`src/rtl/toplevel.sv`:
```
// Board-level wrapper around a small signed ALU.
// Switches supply either an operand or an opcode; three push buttons latch
// the switch value into operand A, operand B or the opcode register, and
// the LEDs continuously show A op B.

module toplevel #(
   parameter int NB_OP  = 6,
   parameter int NB_BTN = 3,
   parameter int NB_AB  = 4
) (
   input  logic              clock,
   input  logic              i_reset,
   input  logic [NB_OP-1:0]  i_sw,
   input  logic [NB_BTN-1:0] i_btn,
   output logic [NB_AB-1:0]  o_led
);

   // Opcode encodings understood by the ALU; everything else shows zero.
   localparam logic [NB_OP-1:0] OP_ADD = 6'b100000;
   localparam logic [NB_OP-1:0] OP_SUB = 6'b100010;
   localparam logic [NB_OP-1:0] OP_AND = 6'b100100;
   localparam logic [NB_OP-1:0] OP_OR  = 6'b100101;
   localparam logic [NB_OP-1:0] OP_XOR = 6'b100110;
   localparam logic [NB_OP-1:0] OP_SRA = 6'b000011;
   localparam logic [NB_OP-1:0] OP_SRL = 6'b000010;
   localparam logic [NB_OP-1:0] OP_NOR = 6'b100111;

   logic [NB_AB-1:0] regA_q, regA_d;
   logic [NB_AB-1:0] regB_q, regB_d;
   logic [NB_OP-1:0] opcode_q, opcode_d;
   logic [NB_AB-1:0] aluResult;

   // Each button independently selects whether its register takes the
   // switches this cycle; several buttons may load the same value at once.
   always_comb begin
      regA_d   = regA_q;
      regB_d   = regB_q;
      opcode_d = opcode_q;
      if (i_btn[0]) begin
         regA_d = i_sw[NB_AB-1:0];
      end
      if (i_btn[1]) begin
         regB_d = i_sw[NB_AB-1:0];
      end
      if (i_btn[2]) begin
         opcode_d = i_sw[NB_OP-1:0];
      end
   end

   // Operand and opcode registers; reset clears them immediately, which
   // leaves the unmapped opcode 0 selected so the LEDs read zero.
   always_ff @(posedge clock or posedge i_reset) begin
      if (i_reset) begin
         regA_q   <= '0;
         regB_q   <= '0;
         opcode_q <= '0;
      end else begin
         regA_q   <= regA_d;
         regB_q   <= regB_d;
         opcode_q <= opcode_d;
      end
   end

   // Purely combinational ALU. Arithmetic wraps at the operand width.
   // B is an unsigned shift amount; shifting by NB_AB or more naturally
   // yields all sign bits (arithmetic) or all zeros (logical).
   always_comb begin
      aluResult = '0;
      case (opcode_q)
         OP_ADD:  aluResult = regA_q + regB_q;
         OP_SUB:  aluResult = regA_q - regB_q;
         OP_AND:  aluResult = regA_q & regB_q;
         OP_OR:   aluResult = regA_q | regB_q;
         OP_XOR:  aluResult = regA_q ^ regB_q;
         OP_SRA:  aluResult = $unsigned($signed(regA_q) >>> regB_q);
         OP_SRL:  aluResult = regA_q >> regB_q;
         OP_NOR:  aluResult = ~(regA_q | regB_q);
         default: aluResult = '0;
      endcase
   end

   assign o_led = aluResult;

endmodule

```
`config.mk`:
```
export PLATFORM = sky130hd
export DESIGN_NAME = toplevel
export DESIGN_NICKNAME = d
export VERILOG_FILES = /design/src/rtl/toplevel.sv
export SDC_FILE = /design/constraint.sdc
export NUM_CORES = 1
export LEC_CHECK = 0
export CAP_MARGIN = 20
export CORE_MARGIN = 3
export CORE_UTILIZATION = 25
export DETAILED_ROUTE_END_ITERATION = 8
export GPL_TIMING_DRIVEN = 0
export SETUP_SLACK_MARGIN = 0.5
export SYNTH_ARGS = -nofsm -noshare
export SYNTH_HDL_FRONTEND = slang
export SYNTH_SLANG_ARGS = --single-unit
```
`constraint.sdc`:
```
create_clock -name clock -period 2.85 [get_ports clock]
set_clock_uncertainty 0.15 [all_clocks]
set_input_delay 0.285 -clock clock [delete_from_list [all_inputs] [get_ports clock]]
set_output_delay 0.285 -clock clock [all_outputs]
set_load 0.05 [all_outputs]
```
==> results of run 1 <==
==> metal layers <==
layer | routed length, um | share of wire [%] | vias to the layer above
met4 | 39 | 1.3 | 0
met5 | 0 | 0 | -
met2 | 1330 | 44 | 27
li1 | - | - | 532
met1 | 1510 | 50 | 506
met3 | 117 | 3.9 | 4
==> stage by stage <==
step / std cells / setup WS (ns) / TNS, ns / util (%) / cell area (um^2)
after global placement: 213 / -0.447 / -1.17 / 33.0 / 1510
after floorplan: 135 / 0.0578 / 0 / - / 1290
final: 225 / 0.0552 / 0 / 36.7 / 1680
after detailed placement: 213 / -0.443 / -1.16 / 33.0 / 1510
after global routing: 225 / -0.0727 / -0.100 / 36.7 / 1680
after CTS: 221 / 0.0299 / 0 / 35.4 / 1610
==> cell type report <==
class                           instances  area (um^2)
Multi-Input combinational cell        104          903
Inverter                               12         45.0
Sequential cell                        14          353
Clock buffer                            4         55.1
Tap cell                               65         81.3
Timing Repair Buffer                   21          199
Buffer                                  5         38.8
Fill cell                             501         2890
==> flip-flops by register name, summed over array words and instances (netlist names) <==
name and cells:
opcode_q 6, regB_q 4, regA_q 4
==> kinds of logic (layout without fill, tap and decap cells) <==
kind of cell | count (synthesis) | count (layout) | synth area share, %
adder cells (fa/ha/maj) | 14 | 14 | 14.8
multiplexers | 16 | 16 | 14.9
AND/OR/NAND/NOR | 40 | 40 | 16.6
buffers and inverters | 17 | 42 | 5.97
AO/OA/AOI/OAI | 27 | 27 | 14.6
flip-flops | 14 | 14 | 28.3
XOR/XNOR | 7 | 7 | 4.95
==> Yosys cell counts (all sizes together), types with 4 or more instances <==
cell and instances:
xnor2 4, mux2i 9, nand2 16, dfrtp 14, ha 13, nor2 4
and3 4, o21ai 14, nand3 6, mux2 6, inv 12
==> worst max-delay path, cell delays in order, from the launching register on <==
cell,delay (ns)
dfrtp_1,0.37
clkbuf_8,0.14
nor2_4,0.07
and3_4,0.22
nand2_4,0.06
mux2_4,0.31
fa_2,0.36
xnor2_2,0.16
a2bb2oi_2,0.17
nand3_4,0.09
buf_8,0.16
==> worst paths after layout <==
path	start	end	slack, ns
max reg2reg	opcode_q[0]	opcode_q[0]	1.48
max	opcode_q[0]	o_led[2]	0.06
min in group clock	i_btn[2]	opcode_q[1]	0.28
max in group asynchronous	i_reset	regB_q[1]	1.92
min	i_reset	opcode_q[4]	0.23
min reg2reg	opcode_q[4]	opcode_q[4]	0.43
==> power by group <==
part           internal [mW]  switching, mW
sequential             0.218         0.0250
combinational          0.139          0.147
clock                  0.122         0.0697
==> timing repair <==
action                                  CTS  global route
pin swaps                                 2             3
buffers inserted                          4             4
hold buffers                              0             0
resized for setup                        34             7
endpoints found under the setup margin    4             4
==> flow_metrics.tcl, run 1 <==
set metrics [dict create \
    grt_antenna_before_repair 0 \
    grt_pass1_wl_mm 4.87 \
    layout_commonest_cell "nand2_1" \
    synth_cells 135 \
    worstRegToRegCells 5 \
    num_rows 24 \
    end_kind "output pin" \
    htreeDepth 1 \
    diodes 0 \
    setup_viol 0 \
    maxCapViolCount 0 \
    relSlewSlack_pct 63.5 \
    final_antenna_net_count 0 \
    fmax_mhz 358 \
    clk_pin_slew_ns 0.05 \
    start_kind "flip-flop" \
    leakagePower_nw 0.753 \
    grt_pass1_vias 997 \
    vdd_ir_drop_max_uv 416 \
    met3_usage_pct 1.30 \
    clk-insertion-delay-late_ns 0.24 \
    total_power_uw 721 \
    ys_ff_latch 14 \
    async_reset_ff_share_pct 100 \
    io-pin-count 15 \
    synth.net_count 160 \
    syn-mean-instance-area_um2 9.17 \
    netlist.area_leader.share_pct 28.3 \
    required_ns 2.41 \
    fin_crit_ns 2.79 \
    yosysSeqAreaShare_pct 28.3 \
    clock-sinks 14 \
    timing.hold.ws_ns 0.233 \
    grt-ovfl-total 0 \
    synth_cell_types 34 \
    grt_max_degree 15 \
    status "completed" \
    drtIter0Drc 31 \
    cts_tree "built" \
    die-width_um 76.4 \
    core_mm2 0.00456 \
    dpl.hpwl_mm 2.22 \
    synth-edff-count 0 \
    first_pass_iters 4 \
    crit_arrival_ns 2.36 \
    wl_mm 2.99 \
    hold_class "in -> async" \
    portBuffers 13 \
    dieArea_mm2 0.00583 \
    rsz0062_at_grt "true" \
    cellPowerDensity_mw_per_mm2 430 \
    layout_common_cells "nand2_1 (15), o21ai_0 (13), ha_1 (13), dfrtp_1 (12), inv_1 (10)" \
    grt.busiest_layer "met2" \
    dr_total_vias 1069 \
    drv_slew 0 \
    drcViolationCount 0 \
    area_delta_synth_final_pct 35.4 \
    wire_per_inst_um 13.3 \
    yosys_warnings 0 \
    drive_gt1_share_pct 29.4 \
    synth.area.top_cells "dfrtp_1 (28%), ha_1 (13%), mux2i_1 (7.3%)" \
    grt_usage_pct 10.3 \
    globalplace.congestion 0.844 \
    grt_use_met1_pct 14.9 \
    dieHeight_um 76.4 \
    ys_dominant_reg_cell "dfrtp_1" \
    mappedNetlistArea_mm2 0.00124 \
    cts_buffers 3 \
    synth_top_area_cell "dfrtp_1" \
    finalHoldViolations 0 \
    clockBufferDepth 2 \
    grt_util_met2_pct 15.4 \
    tightest_slew_ns 0.547 \
    criticalPathCategory "reg -> out" \
    period_share_pct 98.1 \
    via_per_inst 4.75 \
    initial_core_util_pct 27.1 \
    finish.net_count 186 \
    critPathMaxFanout 3 \
    cts_root_buf "clkbuf_8" \
]
Note: power is estimated with default switching activity, not from simulation.
==> run 2, diff against run 1 <==
--- a/config.mk
+++ b/config.mk
@@ -9,6 +9,7 @@
 export CORE_MARGIN = 3
 export CORE_UTILIZATION = 25
 export DETAILED_ROUTE_END_ITERATION = 8
+export DONT_BUFFER_PORTS = 1
 export GPL_TIMING_DRIVEN = 0
 export SETUP_SLACK_MARGIN = 0.5
 export SYNTH_ARGS = -nofsm -noshare
==> run 2 against run 1 <==
Against the previous run: the flow now finishes with violations (negative setup slack); total power is 5.4% higher; register-to-register slack worse by 0.18 ns; final cell count is 0.44% higher; critical path type unchanged.
==> flow_metrics.tcl, run 2 (same netlist as run 1, synthesis figures left out) <==
set metrics [dict create \
    drv_slew 0 \
    total_power_uw 760 \
    relSlewSlack_pct 29.9 \
    cts_tree "built" \
    crit_arrival_ns 2.66 \
    core_mm2 0.00456 \
    layout_common_cells "nand2_1 (15), o21ai_0 (13), ha_1 (12), dfrtp_1 (12)" \
    dpl.hpwl_mm 2.27 \
    end_kind "output pin" \
    grt_max_degree 15 \
    reg.largest.list "opcode_q x6, regA_q x4, regB_q x4" \
    fmax_mhz 323 \
    reg2reg_from "regA_q[3]" \
    wire_per_inst_um 15.0 \
    r2r_end "regA_q[3]" \
    dieArea_mm2 0.00583 \
    portBuffers 0 \
    die-width_um 76.4 \
    layout_commonest_cell "nand2_1" \
    initial_core_util_pct 27.1 \
    drt-met1-wl_mm 1.65 \
    top_layer "met4" \
    start_kind "flip-flop" \
    power_switching_uw 258 \
    finalHoldViolations 0 \
    pwr-share-clk_pct 25.8 \
    area_delta_synth_final_pct 39.7 \
    rrSetupSlack_ns 1.30 \
    critPathMaxFanout 2 \
    clk-insertion-delay-late_ns 0.25 \
    swShare_pct 34.0 \
    failed_checks "negative setup slack" \
    io-pin-count 15 \
    clock-sinks 14 \
    setup_tns_ns -0.415 \
    grt_pass1_wl_mm 5.55 \
    wl_mm 3.40 \
    worstRegToRegCells 3 \
    dieHeight_um 76.4 \
    drtIter0Drc 38 \
    intPower_uw 502 \
    status "finished with violations" \
    crit_cells 7 \
    drcViolationCount 0 \
    drive_gt1_share_pct 33.5 \
    cellPowerDensity_mw_per_mm2 439 \
    rsz0062_at_grt "true" \
    combPwrFrac_pct 42.2 \
    n_fill_cell 479 \
    vdd_ir_drop_max_uv 288 \
    via_per_inst 4.82 \
    clockBufferDepth 2 \
    setup_viol 2 \
    crit_start "opcode_q[0]" \
    period_share_pct 109 \
    grt_pass1_vias 1140 \
    cp_top_family "compound AO/OA/AOI/OAI gates" \
    criticalPathCategory "reg -> out" \
    p_seq_share_pct 32.0 \
    crit_buf_inv 1 \
    num_rows 24 \
    hold_class "in -> reg" \
    required_ns 2.41 \
    globalplace.congestion 0.819 \
    grt_antenna_before_repair 0 \
    cts_root_buf "clkbuf_8" \
    path_cells "clkbuf_8, nor2_4, and3_4, nand2_4, mux2_4, fa_2, o211ai_1" \
    cts_buffers 3 \
    largest_register_ffs 6 \
    dr_wl_met2_mm 1.52 \
    regMostFlops "opcode_q" \
    diodes 0 \
    crit_end "o_led[1]" \
    timing.hold.ws_ns 0.00340 \
    fin_crit_ns 3.10 \
    max_stage_delay_ns 0.83 \
    grt_usage_pct 12.0 \
    cpMaxStageDelayCell "o211ai_1" \
    finish.net_count 187 \
    tightest_slew_ns 1.05 \
    final_antenna_net_count 0 \
    htreeDepth 1 \
    grt-ovfl-total 0 \
    dr_wl_met3_um 142 \
    leakagePower_nw 0.768 \
    dp_slack_ns -0.126 \
    first_pass_iters 4 \
    clk_pin_slew_ns 0.06 \
    dr_total_vias 1089 \
    postLayoutSetupSlackWorst_ns -0.246 \
    maxCapViolCount 0 \
]
[run 2: metal layers]
| metal | vias to the layer above | track usage (%) |
|---|---|---|
| li1 | 535 | - |
| met1 | 516 | 16.2 |
| met2 | 29 | 18.2 |
| met3 | 9 | 2.01 |
| met4 | 0 | 6.52 |
| met5 | - | 0 |
[run 2: stage by stage]
step	area (um^2)	instances	util (%)
2_1_floorplan	1290	135	-
3_3_place_gp	1380	200	30.2
3_5_place_dp	1380	200	30.2
4_1_cts	1620	219	35.4
5_1_grt	1730	226	37.9
6_report	1730	226	37.9
[run 2: power groups by stage]
stage	Combinational [mW]	Sequential (mW)	Clock (mW)
after floorplan	0.181	0.239	0
after global placement	0.215	0.245	0
after detailed placement	0.218	0.246	0
after CTS	0.266	0.244	0.206
after global routing	0.350	0.247	0.212
final	0.320	0.243	0.196
[run 2: how the worst min path moves through the flow]
| stage | start | to | slack [ns] | cells past startpoint |
|---|---|---|---|---|
| after floorplan | i_reset | opcode_q[0] | 0.02 | 1 |
| after global placement | i_reset | opcode_q[3] | 0.09 | 1 |
| after detailed placement | i_reset | opcode_q[3] | 0.10 | 1 |
| after CTS | i_sw[1] | regB_q[1] | 0.0001 | 2 |
| after global routing | i_btn[1] | regB_q[1] | 0.0009 | 2 |
| final | i_btn[1] | regB_q[0] | 0.003 | 2 |
[run 2: cell type report]
class	instances	area, um^2	share of cell area [%]
Inverter	12	45.0	2.60
Multi-Input combinational cell	104	947	54.8
Sequential cell	14	353	20.4
Timing Repair Buffer	22	206	11.9
Buffer	5	41.3	2.39
Tap cell	65	81.3	4.70
Clock buffer	4	55.1	3.18
[run 2: repair_timing]
| item | CTS | global route |
|---|---|---|
| hold buffers | 8 | 1 |
| gates cloned | 0 | 0 |
| setup buffers | 7 | 6 |
| endpoints found under the hold margin | 23 | 1 |
| setup endpoints to repair | 4 | 4 |
| resized for setup | 13 | 13 |
| pin swaps | 8 | 9 |
